File: config.mk
export PLATFORM = sky130hd
export DESIGN_NAME = stage_memory_mc
export DESIGN_NICKNAME = d
export VERILOG_FILES = /design/src/rtl/stage_memory_mc.sv
export SDC_FILE = /design/constraint.sdc
export NUM_CORES = 1
export LEC_CHECK = 0
export CAP_MARGIN = 20
export CORE_MARGIN = 2
export CORE_UTILIZATION = 54
export DETAILED_ROUTE_END_ITERATION = 8
export PLACE_DENSITY_LB_ADDON = 0.05
export SLEW_MARGIN = 40
export SYNTH_ARGS = -nofsm -noshare
export SYNTH_HDL_FRONTEND = slang
export SYNTH_SLANG_ARGS = --single-unit
File: constraint.sdc
create_clock -name clk -period 9.8 [get_ports clk]
set_clock_uncertainty 0.05 [all_clocks]
set_input_delay 0.98 -clock clk [delete_from_list [all_inputs] [get_ports clk]]
set_output_delay 0.98 -clock clk [all_outputs]
set_load 0.005 [all_outputs]
File: src/rtl/stage_memory_mc.sv
// rtl/stage_memory_mc.sv - multicycle memory stage with req/gnt/rvalid bus handshake
package selector;
    typedef enum logic [2:0] {
        RD_BYTE        = 3'd0,
        RD_HALF        = 3'd1,
        RD_UNSIGN_HALF = 3'd2,
        RD_WORD        = 3'd3,
        RD_LWL         = 3'd4,
        RD_LWR         = 3'd5
    } mem_read_type;

    typedef enum logic [2:0] {
        WR_BYTE = 3'd0,
        WR_HALF = 3'd1,
        WR_WORD = 3'd2,
        WR_SWL  = 3'd3,
        WR_SWR  = 3'd4
    } mem_write_type;
endpackage

module stage_memory_mc #(
    parameter int N       = 32,
    parameter int TIMEOUT = 16
) (
    input  logic                           clk,
    input  logic                           reset,
    input  logic                           start,
    input  logic                           read_mem,
    input  logic                           write_mem,
    input  selector::mem_read_type         read_mode,
    input  selector::mem_write_type        write_mode,
    input  logic [N-1:0]                   addr_in,
    input  logic [N-1:0]                   data_in,
    output logic [N-1:0]                   data_out,
    output logic                           busy,
    output logic                           done,
    output logic                           addr_error,
    output logic                           bus_error,
    output logic                           mem_req,
    output logic                           mem_we,
    output logic [N-$clog2(N/8)-1:0]       mem_addr,
    output logic [N/8-1:0]                 mem_mask,
    output logic [N-1:0]                   mem_wdata,
    input  logic                           mem_gnt,
    input  logic                           mem_rvalid,
    input  logic [N-1:0]                   mem_rdata
);
    import selector::*;

    localparam int NB = N / 8;
    localparam int IW = $clog2(NB);
    localparam int SW = IW + 4;
    localparam int CW = $clog2(TIMEOUT);

    typedef enum logic [1:0] {IDLE, REQ, WAIT, DONE} state_t;

    state_t        state_q, state_d;
    logic [IW-1:0] idx_q;
    mem_read_type  rmode_q;
    logic [N-1:0]  d_q;
    logic [CW-1:0] cnt_q;
    logic          addr_err_q;
    logic          bus_err_q;

    logic          accept;
    logic          acc_bad;
    logic [IW-1:0] acc_idx;
    logic [IW-1:0] acc_rev;
    logic [SW-1:0] acc_idx_sh;
    logic [SW-1:0] acc_rev_sh;
    logic [NB-1:0] acc_mask;
    logic [N-1:0]  acc_wdata;

    logic [SW-1:0] idx_sh;
    logic [SW-1:0] lwl_keep_sh;
    logic [SW-1:0] lwl_sh;
    logic [N-1:0]  rsh;
    logic [N-1:0]  rd_fmt;
    logic          timeout_hit;

    assign acc_idx     = addr_in[IW-1:0];
    assign acc_rev     = IW'(NB - 1) - acc_idx;
    assign acc_idx_sh  = SW'({acc_idx, 3'b000});
    assign acc_rev_sh  = SW'({acc_rev, 3'b000});
    assign accept      = ((state_q == IDLE) || (state_q == DONE)) && start && (read_mem || write_mem);
    assign timeout_hit = (cnt_q == CW'(TIMEOUT - 1));

    assign busy       = (state_q == REQ) || (state_q == WAIT);
    assign done       = (state_q == DONE);
    assign mem_req    = (state_q == REQ);
    assign addr_error = (state_q == DONE) && addr_err_q;
    assign bus_error  = (state_q == DONE) && bus_err_q;

    // Alignment and mode validity of the access being presented; stores win over loads
    always_comb begin
        acc_bad = 1'b0;
        if (write_mem) begin
            case (write_mode)
                WR_HALF:                   acc_bad = acc_idx[0];
                WR_WORD:                   acc_bad = |acc_idx;
                WR_BYTE, WR_SWL, WR_SWR:   acc_bad = 1'b0;
                default:                   acc_bad = 1'b1;
            endcase
        end else begin
            case (read_mode)
                RD_HALF, RD_UNSIGN_HALF:   acc_bad = acc_idx[0];
                RD_WORD:                   acc_bad = |acc_idx;
                RD_BYTE, RD_LWL, RD_LWR:   acc_bad = 1'b0;
                default:                   acc_bad = 1'b1;
            endcase
        end
    end

    // Lane enables and lane-positioned store data, computed once at accept time
    always_comb begin
        acc_mask  = {NB{1'b1}};
        acc_wdata = data_in;
        if (write_mem) begin
            case (write_mode)
                WR_BYTE: begin
                    acc_mask  = NB'(1) << acc_idx;
                    acc_wdata = {NB{data_in[7:0]}};
                end
                WR_HALF: begin
                    acc_mask  = NB'(3) << acc_idx;
                    acc_wdata = {(NB/2){data_in[15:0]}};
                end
                WR_SWL: begin
                    acc_mask  = {NB{1'b1}} >> acc_rev;
                    acc_wdata = data_in >> acc_rev_sh;
                end
                WR_SWR: begin
                    acc_mask  = {NB{1'b1}} << acc_idx;
                    acc_wdata = data_in << acc_idx_sh;
                end
                default: begin
                    acc_mask  = {NB{1'b1}};
                    acc_wdata = data_in;
                end
            endcase
        end
    end

    assign idx_sh      = SW'({idx_q, 3'b000});
    assign lwl_keep_sh = idx_sh + SW'(8);
    assign lwl_sh      = SW'(8 * (NB - 1)) - idx_sh;
    assign rsh         = mem_rdata >> idx_sh;

    // Load formatting of the returned word using the registered lane index and old rt value
    always_comb begin
        rd_fmt = mem_rdata;
        case (rmode_q)
            RD_BYTE:        rd_fmt = {{(N-8){rsh[7]}}, rsh[7:0]};
            RD_HALF:        rd_fmt = {{(N-16){rsh[15]}}, rsh[15:0]};
            RD_UNSIGN_HALF: rd_fmt = {{(N-16){1'b0}}, rsh[15:0]};
            RD_WORD:        rd_fmt = mem_rdata;
            RD_LWL:         rd_fmt = (d_q & ({N{1'b1}} >> lwl_keep_sh)) | (mem_rdata << lwl_sh);
            RD_LWR:         rd_fmt = (d_q & ~({N{1'b1}} >> idx_sh)) | (mem_rdata >> idx_sh);
            default:        rd_fmt = mem_rdata;
        endcase
    end

    // Next-state logic for the bus transaction
    always_comb begin
        state_d = state_q;
        case (state_q)
            IDLE, DONE: begin
                state_d = IDLE;
                if (accept) begin
                    state_d = acc_bad ? DONE : REQ;
                end
            end
            REQ: begin
                if (mem_gnt) begin
                    state_d = mem_we ? DONE : WAIT;
                end
            end
            WAIT: begin
                if (mem_rvalid || timeout_hit) begin
                    state_d = DONE;
                end
            end
            default: state_d = IDLE;
        endcase
    end

    // State register
    always_ff @(posedge clk or posedge reset) begin
        if (reset) begin
            state_q <= IDLE;
        end else begin
            state_q <= state_d;
        end
    end

    // Access capture, bus request registers, wait counter, and result/error flags
    always_ff @(posedge clk or posedge reset) begin
        if (reset) begin
            idx_q      <= '0;
            rmode_q    <= RD_BYTE;
            d_q        <= '0;
            cnt_q      <= '0;
            addr_err_q <= 1'b0;
            bus_err_q  <= 1'b0;
            data_out   <= '0;
            mem_we     <= 1'b0;
            mem_addr   <= '0;
            mem_mask   <= '0;
            mem_wdata  <= '0;
        end else begin
            case (state_q)
                IDLE, DONE: begin
                    if (accept) begin
                        idx_q      <= acc_idx;
                        rmode_q    <= read_mode;
                        d_q        <= data_in;
                        addr_err_q <= acc_bad;
                        bus_err_q  <= 1'b0;
                        if (!acc_bad) begin
                            mem_we    <= write_mem;
                            mem_addr  <= addr_in[N-1:IW];
                            mem_mask  <= acc_mask;
                            mem_wdata <= acc_wdata;
                        end
                    end
                end
                REQ: begin
                    if (mem_gnt) begin
                        cnt_q <= '0;
                    end
                end
                WAIT: begin
                    if (mem_rvalid) begin
                        data_out <= rd_fmt;
                    end else if (timeout_hit) begin
                        bus_err_q <= 1'b1;
                    end else begin
                        cnt_q <= cnt_q + 1'b1;
                    end
                end
                default: ;
            endcase
        end
    end

endmodule

==> summary.md <==
| Metric | Value |
|---|---|
| Crit-path leading delay family | `buffers and inverters` |
| # diodes | `0` |
| Slew Limit Fails | `0` |
| Max Fclk | `about 330 MHz` |
| EDFF count, synth | `0` |
| WHS Path Cells | `2` |
| Critical Path Fanout Max | `73` |
| Initial Utilization | `0.554` |
| Max clock buf depth | `2` |
| Chip height | `roughly 130 um` |
| R2r worst-path depth | `6` |
| RR Endpoint | `data_out[28]` |
| Crit. End Element | `flop` |
| Reg clk slew, reported paths | `~60 ps` |
| Row cnt | `45` |
| Detailed Place HPWL | `between 15 and 20 mm` |
| Inst Count DP | `1,322` |
| Commonest cells after routing, fill and taps aside | `nand2_1, clkdlybuf4s50_1, dfrtp_1, nor2_1, a21oi_1` |
| Setup violators final | `0` |
| Worst setup margin | `6750 ps` |
| Complex-gate fraction of the synthesized area | `0.213` |
| Die area | `between 15,000 and 20,000 um2` |
| Fin cells | `1,354` |
| DRT Wirelength | `24.4 mm` |
| Dominant synthesized flop cell | `dfrtp_1` |
| WP data arrival | `3280 ps` |
| R2r startpoint | `idx_q[0]` |
| MaxCap Viol Count | `0` |
| WL/cell | `18.0 um` |
| Initial antenna violation count | `0` |
| Final hold vios | `0` |
| WP data required | `10,030 ps` |
| Largest net degree at the start of global routing | `74` |
| Multiplexer area fraction after synthesis | `0.123` |
| Syn Area/Cell | `8.58 um2` |
| Pre-antenna DRT Iters | `5` |
| Period utilization | `0.312` |
| Fin nets | `between 1,000 and 1,500` |
| Simple-Gate Fraction of Synth Area | `0.178` |
| Hold Path Class | `reg2reg` |
| Syn Inst Count | `982` |
| GR Overflow Total | `0` |
| CTS sink cnt | `about 140` |
| Min cycle time layout | `3050 ps` |
| Horiz. Die Dim | `129 um` |
| Crit-path cells | `clkdlybuf4s50_1, o21a_1, nand2_1, buf_4, a21o_2, buf_4, o31ai_1` |
| Post-DP Area | `10,500 um2` |
| Detail Route Antenna Nets | `0` |
| Placer congestion estimate | `between 0.8 and 0.9` |
| Worst hold start | `mem_addr[9]` |
| Rel. slew slack | `0.448` |
| Setup crit start kind | `input port` |
| Place WS | `5960 ps` |
| CP Class | `in2reg` |
| Sequential fraction of the synthesis area | `0.428` |
| R2R setup slack | `7180 ps` |
| Hold EP | `mem_addr[9]` |
| Inserted Clock Buffers | `17` |
| CP max stage delay | `approximately 640 ps` |
| Total core area | `15,200 um2` |
| First-pass GRT wire length | `39.0 mm` |
| Power per cell area | `288 nW/um2` |
| Setup bufs post-CTS | `0` |
| CTS resizes | `0` |
| Cell Area, Synth | `8430 um2` |
| Largest family of logic cells by synthesized area | `compound AO/OA/AOI/OAI gates` |
| Clock Root Buffer | `clkbuf_16` |
| Leakage | `4.74 nW` |
| Vias/cell | `roughly 6` |
| Slowest-stage cell, CP | `clkdlybuf4s50_1` |
| Area grow syn2layout | `31.5%` |
| Post-route cell area | `11,100 um2` |
| Synthesized net count | `1,095` |
| Setup TNS | `0 ps` |
| CP dominant cell by count | `buf_4` |
| Max VDD drop | `163 uV` |
| Post-synth cell types | `between 50 and 60` |
| RSZ-0062 raised after global routing | `false` |
| Yosys reg bits | `roughly 140` |
| Post-route DRC violation count | `0` |
| Vias in the first global route | `7,843` |
| GRT Overall Usage | `0.295` |
| TritonCTS clock tree | `yes` |
| Share of layout cells above drive strength 1 | `0.0755` |
| Via count | `8,161` |
| Commonest non-fill, non-tap cell in the layout | `nand2_1` |
| CP Buf/Inv Count | `3` |
| Port-buffer cells | `212` |
| Status | `finished, final reports clean` |
| IO Count | `213` |
| Least-Margin Pin Slew | `804 ps` |
| Clk_lat worst skew | `430 ps` |
| CTS Hold Bufs | `0` |
| Fraction of the mapped netlist area in adder cells | `0.00594` |
| Synth warn | `0` |
| DR iter-0 viols | `868` |
| Post-Synth XOR/XNOR Area | `0` |
| H-tree Lvls | `4` |
| Ys async rst share | `1.00` |
==> sequential cells by signal, indices dropped and copies added, names as in the netlist, 2 cells and up <==
name,flops
idx_q,2
mem_wdata,32
mem_addr,30
d_q,32
mem_mask,4
cnt_q,4
state_q,2
data_out,32
rmode_q,3
==> metal layers <==
layer / share of wire / track usage
met2: 0.50 / 0.485
met3: 0.075 / 0.0844
met4: 0.014 / 0.0774
met5: 0 / 0
met1: 0.41 / 0.387
==> synth_stat cells (3+ instances only) <==
| library cell | n | share of area |
|---|---|---|
| nand2_1 | 224 | 0.10 |
| o22ai_1 | 33 | 0.024 |
| nand2b_1 | 13 | 0.0096 |
| nor2b_1 | 6 | 0.0045 |
| buf_6 | 5 | 0.0067 |
| o211ai_1 | 9 | 0.0080 |
| o21ai_0 | 61 | 0.036 |
| mux2i_1 | 74 | 0.088 |
| nor3_1 | 3 | 0.0018 |
| nor2_1 | 85 | 0.038 |
| buf_4 | 13 | 0.012 |
| a21o_1 | 3 | 0.0027 |
| nand3_1 | 15 | 0.0089 |
| buf_2 | 25 | 0.015 |
| o21ai_1 | 11 | 0.0065 |
| o221ai_1 | 16 | 0.017 |
| inv_1 | 18 | 0.0080 |
| dfrtp_1 | 144 | 0.43 |
| o31ai_1 | 16 | 0.014 |
| o21a_1 | 3 | 0.0027 |
| a221oi_1 | 22 | 0.023 |
| ha_1 | 4 | 0.0059 |
| a211oi_1 | 3 | 0.0027 |
| and2_1 | 4 | 0.0030 |
| mux2_2 | 24 | 0.032 |
| a31oi_1 | 13 | 0.0096 |
| clkbuf_1 | 26 | 0.012 |
| a21oi_1 | 82 | 0.049 |
==> worst min-delay path, cell delays in order (launching register included) <==
cell and delay, ps:
dfrtp_1 340, nand2_1 50, nand2_1 60
==> power breakdown <==
| part | internal, mW | leakage (nW) | total (mW) | switching (mW) |
|---|---|---|---|---|
| registers | 0.879 | 1.74 | 1.06 | 0.176 |
| logic | 0.752 | 2.72 | 1.50 | 0.745 |
| clock network | 0.391 | 0.281 | 0.643 | 0.251 |
==> kinds of logic after synthesis <==
kind of cell | Yosys count
buffers and inverters | 89
AOI/OAI and AO/OA | 284
muxes | 99
DFF | 144
and+or+nand+nor | 362
adders and majority gates | 4
==> area by class of cell <==
class	instances	area (um2)
multi-input combinational	749	4390
fill	1189	4120
sequential	144	3600
timing repair buffer	223	2200
clock buffer	21	470
tap	188	235
clock inverter	10	111
inverter	19	76.3
==> stage by stage <==
| step | hold slack, ps | util | power, mW |
|---|---|---|---|
| finish | 420 | 0.729 | 3.20 |
| global route | 444 | 0.729 | 3.41 |
| CTS | 426 | 0.729 | 3.20 |
| detailed placement | 411 | 0.691 | 2.54 |
| global placement | 406 | 0.690 | 2.51 |
| floorplan | 396 | - | 1.87 |
==> how the worst max path moves through the flow <==
stage,from,to,slack (ps),cells after the start
2_1_floorplan,reset,addr_err_q,4900,1
3_3_place_gp,mem_rvalid,data_out[17],6050,5
3_5_place_dp,write_mode[0],mem_wdata[8],5960,6
4_1_cts,write_mode[0],mem_wdata[8],6400,6
5_1_grt,write_mem,mem_wdata[20],6570,8
6_report,write_mem,mem_wdata[13],6750,7
Note: power is estimated with default switching activity, not from simulation.
